## src/rtl/heap_arbiter_if.sv

```systemverilog
// Request/response bus between two requesters and the heap arbiter.
// The requester side drives the request fields; the arbiter drives ready and the response.
interface heap_arbiter_if #(
    parameter int MemoryElementWidth = 12
);
    logic [1:0]                      reqValid;
    logic [3:0]                      reqOp;
    logic [2*MemoryElementWidth-1:0] reqArray;
    logic [2*MemoryElementWidth-1:0] reqData;
    logic [1:0]                      reqReady;
    logic [1:0]                      respValid;
    logic [MemoryElementWidth-1:0]   respData;
    logic                            respError;

    modport master (
        output reqValid, reqOp, reqArray, reqData,
        input  reqReady, respValid, respData, respError
    );

    modport slave (
        input  reqValid, reqOp, reqArray, reqData,
        output reqReady, respValid, respData, respError
    );
endinterface

```

## src/rtl/heap_arbiter.sv

```systemverilog
// Two-requester round-robin arbiter in front of a small array heap.
// Supports ALLOC/FREE/PUSH/POP, with one operation in flight at a time.
module heap_arbiter #(
    parameter int MemoryElementWidth = 12,
    parameter int NArea              = 3,
    parameter int NArrays            = 4
) (
    input logic           clock,
    input logic           reset,
    heap_arbiter_if.slave bus
);
    localparam int W     = MemoryElementWidth;
    localparam int Depth = NArrays * NArea;
    localparam int AddrW = (Depth > 1) ? $clog2(Depth) : 1;
    localparam int IdW   = (NArrays > 1) ? $clog2(NArrays) : 1;
    localparam int CntW  = $clog2(NArrays + 1);

    localparam logic [1:0] OpAlloc = 2'd0;
    localparam logic [1:0] OpFree  = 2'd1;
    localparam logic [1:0] OpPush  = 2'd2;
    localparam logic [1:0] OpPop   = 2'd3;

    typedef enum logic [1:0] {IDLE, EXEC, RESP} state_t;
    state_t state, nextState;

    logic [W-1:0]       heap       [Depth];
    logic [W-1:0]       sizes      [NArrays];
    logic [W-1:0]       freedStack [NArrays];
    logic [NArrays-1:0] allocated;
    logic [CntW-1:0]    freedCount;
    logic [W-1:0]       allocs;

    logic         lastGrant, grantIdx, ownerReg, acceptFire;
    logic [1:0]   opReg;
    logic [W-1:0] idReg, dataReg;
    logic [1:0]   readyC, respValidC;
    logic [W-1:0] respDataReg;
    logic         respErrorReg;

    logic [IdW-1:0]   idIdx, allocIdx;
    logic             idValid;
    logic [W-1:0]     curSize, allocId, execData;
    logic             execError;
    logic [AddrW-1:0] baseAddr, pushAddr, popAddr;
    logic             doAlloc, allocFromStack, doFree, doPush, doPop;

    // A lone requester always wins; under contention the one not served last time wins.
    always_comb begin
        grantIdx = 1'b0;
        case (bus.reqValid)
            2'b10:   grantIdx = 1'b1;
            2'b11:   grantIdx = ~lastGrant;
            default: grantIdx = 1'b0;
        endcase
    end

    always_ff @(posedge clock) begin
        if (reset) begin
            state <= IDLE;
        end else begin
            state <= nextState;
        end
    end

    always_comb begin
        nextState  = state;
        readyC     = '0;
        respValidC = '0;
        acceptFire = 1'b0;
        case (state)
            IDLE: begin
                if (|bus.reqValid) begin
                    readyC[grantIdx] = 1'b1;
                    acceptFire       = 1'b1;
                    nextState        = EXEC;
                end
            end
            EXEC: nextState = RESP;
            RESP: begin
                respValidC[ownerReg] = 1'b1;
                nextState            = IDLE;
            end
            default: nextState = IDLE;
        endcase
        if (reset) begin
            readyC     = '0;
            respValidC = '0;
            acceptFire = 1'b0;
        end
    end

    assign idIdx    = IdW'(idReg);
    assign curSize  = sizes[idIdx];
    assign idValid  = (idReg < W'(NArrays)) && allocated[idIdx];
    assign baseAddr = AddrW'(idIdx) * AddrW'(NArea);
    assign pushAddr = baseAddr + AddrW'(curSize);
    assign popAddr  = baseAddr + AddrW'(curSize - W'(1));
    assign allocIdx = IdW'(allocId);

    // Decide the outcome of the latched operation; nothing is committed unless it succeeds.
    always_comb begin
        execError      = 1'b0;
        execData       = '0;
        allocId        = '0;
        doAlloc        = 1'b0;
        allocFromStack = 1'b0;
        doFree         = 1'b0;
        doPush         = 1'b0;
        doPop          = 1'b0;
        case (opReg)
            OpAlloc: begin
                if (freedCount != '0) begin
                    allocId        = freedStack[IdW'(freedCount - CntW'(1))];
                    allocFromStack = 1'b1;
                    doAlloc        = 1'b1;
                    execData       = allocId;
                end else if (allocs >= W'(NArrays)) begin
                    execError = 1'b1;
                end else begin
                    allocId  = allocs;
                    doAlloc  = 1'b1;
                    execData = allocId;
                end
            end
            OpFree: begin
                if (!idValid) begin
                    execError = 1'b1;
                end else begin
                    doFree = 1'b1;
                end
            end
            OpPush: begin
                if (!idValid || curSize == W'(NArea)) begin
                    execError = 1'b1;
                end else begin
                    doPush   = 1'b1;
                    execData = curSize + W'(1);
                end
            end
            default: begin
                if (!idValid || curSize == '0) begin
                    execError = 1'b1;
                end else begin
                    doPop    = 1'b1;
                    execData = heap[popAddr];
                end
            end
        endcase
    end

    always_ff @(posedge clock) begin
        if (reset) begin
            lastGrant    <= 1'b1;
            ownerReg     <= 1'b0;
            opReg        <= OpAlloc;
            idReg        <= '0;
            dataReg      <= '0;
            allocs       <= '0;
            freedCount   <= '0;
            allocated    <= '0;
            respDataReg  <= '0;
            respErrorReg <= 1'b0;
            for (int i = 0; i < NArrays; i++) begin
                sizes[i] <= '0;
            end
        end else begin
            if (acceptFire) begin
                ownerReg  <= grantIdx;
                lastGrant <= grantIdx;
                opReg     <= grantIdx ? bus.reqOp[3:2] : bus.reqOp[1:0];
                idReg     <= grantIdx ? bus.reqArray[2*W-1:W] : bus.reqArray[W-1:0];
                dataReg   <= grantIdx ? bus.reqData[2*W-1:W] : bus.reqData[W-1:0];
            end
            if (state == EXEC) begin
                respDataReg  <= execData;
                respErrorReg <= execError;
                if (doAlloc) begin
                    if (allocFromStack) begin
                        freedCount <= freedCount - CntW'(1);
                    end else begin
                        allocs <= allocs + W'(1);
                    end
                    sizes[allocIdx]     <= '0;
                    allocated[allocIdx] <= 1'b1;
                end
                if (doFree) begin
                    freedCount       <= freedCount + CntW'(1);
                    sizes[idIdx]     <= '0;
                    allocated[idIdx] <= 1'b0;
                end
                if (doPush) begin
                    sizes[idIdx] <= curSize + W'(1);
                end
                if (doPop) begin
                    sizes[idIdx] <= curSize - W'(1);
                end
            end
        end
    end

    // Heap data and the freed-id stack need no reset; they are only read once validated.
    always_ff @(posedge clock) begin
        if (!reset && state == EXEC) begin
            if (doPush) begin
                heap[pushAddr] <= dataReg;
            end
            if (doFree) begin
                freedStack[IdW'(freedCount)] <= idReg;
            end
        end
    end

    assign bus.reqReady  = readyC;
    assign bus.respValid = respValidC;
    assign bus.respData  = respDataReg;
    assign bus.respError = respErrorReg;
endmodule
```

## src/flat_wrapper.sv

```systemverilog
// flat-port wrapper written by rule: the top's interface ports become plain ports
module heap_arbiter_flat 
#(
    parameter int MemoryElementWidth = 12,
    parameter int NArea              = 3,
    parameter int NArrays            = 4
)
  (clock, reset, bus_reqValid, bus_reqOp, bus_reqArray, bus_reqData, bus_reqReady, bus_respValid, bus_respData, bus_respError);
  heap_arbiter_if #(.MemoryElementWidth(MemoryElementWidth)) bus_i ();
  input logic clock;
  input logic reset;
  input wire logic [$bits(bus_i.reqValid)-1:0] bus_reqValid;
  input wire logic [$bits(bus_i.reqOp)-1:0] bus_reqOp;
  input wire logic [$bits(bus_i.reqArray)-1:0] bus_reqArray;
  input wire logic [$bits(bus_i.reqData)-1:0] bus_reqData;
  output wire logic [$bits(bus_i.reqReady)-1:0] bus_reqReady;
  output wire logic [$bits(bus_i.respValid)-1:0] bus_respValid;
  output wire logic [$bits(bus_i.respData)-1:0] bus_respData;
  output wire logic [$bits(bus_i.respError)-1:0] bus_respError;
  assign bus_i.reqValid = bus_reqValid;
  assign bus_i.reqOp = bus_reqOp;
  assign bus_i.reqArray = bus_reqArray;
  assign bus_i.reqData = bus_reqData;
  assign bus_reqReady = bus_i.reqReady;
  assign bus_respValid = bus_i.respValid;
  assign bus_respData = bus_i.respData;
  assign bus_respError = bus_i.respError;
  heap_arbiter #(.MemoryElementWidth(MemoryElementWidth), .NArea(NArea), .NArrays(NArrays)) u_core (.clock(clock), .reset(reset), .bus(bus_i));
endmodule
```

## config.mk

```make
export PLATFORM = sky130hd
export DESIGN_NAME = heap_arbiter_flat
export DESIGN_NICKNAME = d
export VERILOG_FILES = /design/src/rtl/heap_arbiter_if.sv /design/src/rtl/heap_arbiter.sv /design/src/flat_wrapper.sv
export SDC_FILE = /design/constraint.sdc
export NUM_CORES = 1
export LEC_CHECK = 0
export ABC_AREA = 1
export CORE_MARGIN = 2
export CORE_UTILIZATION = 50
export CTS_BUF_LIST = sky130_fd_sc_hd__clkbuf_16
export DETAILED_ROUTE_END_ITERATION = 10
export PLACE_DENSITY = 0.79
export SYNTH_ARGS = -nofsm -noshare
export SYNTH_HDL_FRONTEND = slang
export SYNTH_SLANG_ARGS = --single-unit
```

## constraint.sdc

```tcl
create_clock -name clock -period 4.7 [get_ports clock]
set_clock_uncertainty 0.2 [all_clocks]
set_input_delay 0.94 -clock clock [delete_from_list [all_inputs] [get_ports clock]]
set_output_delay 0.94 -clock clock [all_outputs]
set_load 0.1 [all_outputs]
```

==> results.md <==
* CTS Root Buffer Type: sky130_fd_sc_hd__clkbuf_16
* Die Width at 170 um
* Leading cell type in the layout, fill and taps excluded: sky130_fd_sc_hd__nand2_1
* Fraction of final layout cells sized beyond drive strength 1 at 0.124
* Final min period at approximately 3.8 ns
* HPWL after detailed placement at roughly 22000 um
* Required time reported for the critical path endpoint at between 4 and 5 ns
* Highest clock frequency the design can meet at around 0.26 GHz
* Antenna viol nets, final at 0
* Via count of the first global-routing pass at a little under 10000
* Cell area after synthesis at about 14000 um^2
* Sum of internal, switching and leakage power at between 6 and 7 mW
* Number of cells after detailed placement at ~1700
* Seq. cell area at around 8500 um^2
* Clock tree from TritonCTS: done
* Pin count of the biggest net entering global routing at 75
* Setup-violating endpoint count in the final report at 0
* Worst EP arrival at 4.08 ns
* Effective utilization at floorplan at 0.509
* Post_cts resized at 0
* Count of cell types in the netlist at 55
* Least-Margin Pin Slew at 1.00 ns
* Vias post-DR at slightly above 10000
* Vias per cell at ~5.7
* Total of hold buffers inserted after clock tree synthesis at 0
* Global-route total usage across every layer at 0.229
* Min Hold Slack at between 0.2 and 0.25 ns
* First-pass iteration count of the detailed router at 9
* RSZ-0062 raised after global routing: false
* Critical Path Source Type: flip-flop
* Y dimension of the die at between 150 and 200 um
* Maximum fanout encountered on the critical timing path at 22
* Mean post-synth cell area at about 10 um^2
* Synth Instances at 1337
* Total count of max-transition violations in the final report at 0
* Total wire length after detailed routing at between 30000 and 40000 um
* Type of the worst min-delay path: reg -> reg
* CTS sink count at just over 300
* Register bit total from synthesis at 304
* Die ar. at 28800 um^2
* Number of buffers inserted by post-CTS setup repair at 0
* Core Region at about 27000 um^2
* GPL Wtd Cong at around 0.93
* Outcome: finished clean
* Final hold violation count at 0
* CTS H-tree depth at 1
* Initial antenna violation count at 0
* Tightest slew margin relative to the limit at 0.331
* Post-route insts no fill at about 1800
* Buffers from clock root to sink, at most at 3
* Count of maximum capacitance violations at 0
* Signed area change from the synthesized netlist to the final layout at 14.8%
* Commonest non-fill, non-tap cells in the layout: 300 x sky130_fd_sc_hd__nand2_1, 240 x sky130_fd_sc_hd__edfxtp_1, 163 x sky130_fd_sc_hd__nor2_1
* Io pins at between 70 and 80
* Crit path capture type: flip-flop
* Clock latency reported for the late side of the worst-skew pair at roughly 0.58 ns
* Net count after synthesis at around 1400
* Number of DRC violations after detailed-routing iteration 0 at roughly 1100
* Global-route wire length before repair at 51800 um
* Number of remaining DRC errors at 0
* Fill cells at between 2000 and 2500
* Period utilisation layout at 0.813
* TritonCTS buffer count at 31
* Total negative slack at 0 ns
* Final design utilization at 0.585
* Proportion of synthesized chip area in sequential cells at 0.618
* Total of warnings raised by yosys at 0
* Area of the multi-input gates at roughly 4600 um^2
* Post-layout nets at ~1500
* Clock Pin Slew Worst Setup and Hold Paths at 0.06 ns
* Average wire per cell in the routed design at approximately 19 um
* Standby leakage power at ~5.8 nW
* Remaining global-route overflow at 0
* Buffers added on ports at a little over 70
* Number of standard-cell rows in the floorplan at 60
* Antenna diode count at 0
* Ratio of total power to cell area at 416 nW/um^2
* Largest voltage drop on the vdd net at roughly 0.30 mV
* Class of the most critical setup path: reg -> reg
==> registers in the layout (all words and copies together) (netlist names), 2 cells and up, named ones only <==
signal and cells:
u_core.sizes 48, u_core.dataReg 12, u_core.opReg 2, u_core.idReg 12, u_core.state 2, u_core.allocated 4
u_core.freedStack 48, u_core.freedCount 3, u_core.heap 144, u_core.bus.respData 12, u_core.allocs 12
==> final cells by class <==
| cell class | count | area share |
|---|---|---|
| Multi-Input combinational cell | 879 | 0.291 |
| Sequential cell | 304 | 0.538 |
| Timing Repair Buffer | 103 | 0.0603 |
| Clock buffer | 31 | 0.0492 |
| Tap cell | 341 | 0.0271 |
| Clock inverter | 27 | 0.0110 |
| Inverter | 97 | 0.0233 |
==> report_power, final <==
group	switching [mW]	total (mW)	internal (mW)	leakage [nW]
registers	0.0695	3.05	2.98	2.73
logic	0.842	1.21	0.370	2.61
clock network	1.03	2.30	1.26	0.492
==> routing by layer <==
metal / share of wire / GRT usage
met3: 0.077 / 0.0268
met5: 0 / 0
met2: 0.47 / 0.372
met4: 0.042 / 0.103
met1: 0.41 / 0.312
==> metrics by stage <==
stage / area (um^2) / setup slack [ns]
finish: 15800 / 0.877
global route: 15800 / 0.606
CTS: 15800 / 0.871
detailed placement: 14800 / 0.884
global placement: 14800 / 0.950
floorplan: 13700 / 0.177
==> cells by family (layout without fill, tap and decap cells) <==
kind of cell,after synthesis,in the layout,synth area share
XOR/XNOR,16,16,0.0102
flip-flops,304,304,0.618
multiplexers,8,8,0.00583
buffers and inverters,154,258,0.0481
AO/OA/AOI/OAI,227,227,0.0983
adder cells (fa/ha/maj),21,21,0.0202
AND/OR/NAND/NOR,607,607,0.199
==> cell usage after synthesis (all sizes together) <==
library cell | count | area [um^2]
a211oi | 3 | 22.5
fa | 2 | 40.0
o22ai | 1 | 6.26
o21a | 2 | 15.0
xnor2 | 1 | 8.76
and2 | 1 | 6.26
or2 | 1 | 6.26
xor2 | 15 | 131
a221oi | 7 | 61.3
edfxtp | 240 | 7210
clkinv | 3 | 11.3
a22o | 1 | 8.76
and3 | 1 | 6.26
mux2i | 8 | 80.1
a31oi | 27 | 169
nand2 | 328 | 1330
inv | 94 | 355
nand3b | 1 | 7.51
o211ai | 5 | 37.5
a221o | 1 | 10.0
nand3 | 69 | 455
clkbuf | 40 | 154
ha | 19 | 238
a32o | 5 | 50.1
o31ai | 2 | 15.0
buf | 17 | 140
nor3 | 5 | 35.0
o221ai | 8 | 70.1
a21oi | 69 | 360
nor2 | 189 | 797
a22oi | 6 | 55.1
nand4 | 12 | 90.1
a32oi | 4 | 35.0
o21ai | 86 | 434
dfxtp | 64 | 1280
==> worst max-delay path, stage by stage (launching register included) <==
cell and delay (ns):
sky130_fd_sc_hd__dfxtp_1 0.47, sky130_fd_sc_hd__inv_4 0.18, sky130_fd_sc_hd__nand2_1 0.10, sky130_fd_sc_hd__nand3_1 0.07, sky130_fd_sc_hd__nand2_1 0.20, sky130_fd_sc_hd__ha_1 0.25, sky130_fd_sc_hd__xor2_1 0.16, sky130_fd_sc_hd__inv_1 0.08
sky130_fd_sc_hd__ha_1 0.32, sky130_fd_sc_hd__a21oi_1 0.15, sky130_fd_sc_hd__nand2_1 0.08, sky130_fd_sc_hd__xor2_1 0.23, sky130_fd_sc_hd__nand3_2 0.17, sky130_fd_sc_hd__nand2_2 0.34, sky130_fd_sc_hd__inv_1 0.21, sky130_fd_sc_hd__a21oi_1 0.27
sky130_fd_sc_hd__nor2_1 0.08, sky130_fd_sc_hd__nor2_1 0.09, sky130_fd_sc_hd__nor2_1 0.05
==> worst paths after layout <==
| kind | from | end | slack [ns] | cells after the start |
|---|---|---|---|---|
| setup reg to reg | flip-flop | u_core.bus.respData[10]$_SDFFE_PP0N_ | 0.88 | 18 |
| setup / recovery | flip-flop | u_core.bus.respData[10]$_SDFFE_PP0N_ | 0.88 | 18 |
| hold / removal | u_core.allocs[7]$_SDFFE_PP0P_ | u_core.allocs[7]$_SDFFE_PP0P_ | 0.23 | 2 |
| hold reg to reg | u_core.allocs[7]$_SDFFE_PP0P_ | u_core.allocs[7]$_SDFFE_PP0P_ | 0.23 | 2 |
No activity file was read; power rests on OpenSTA's default activity.
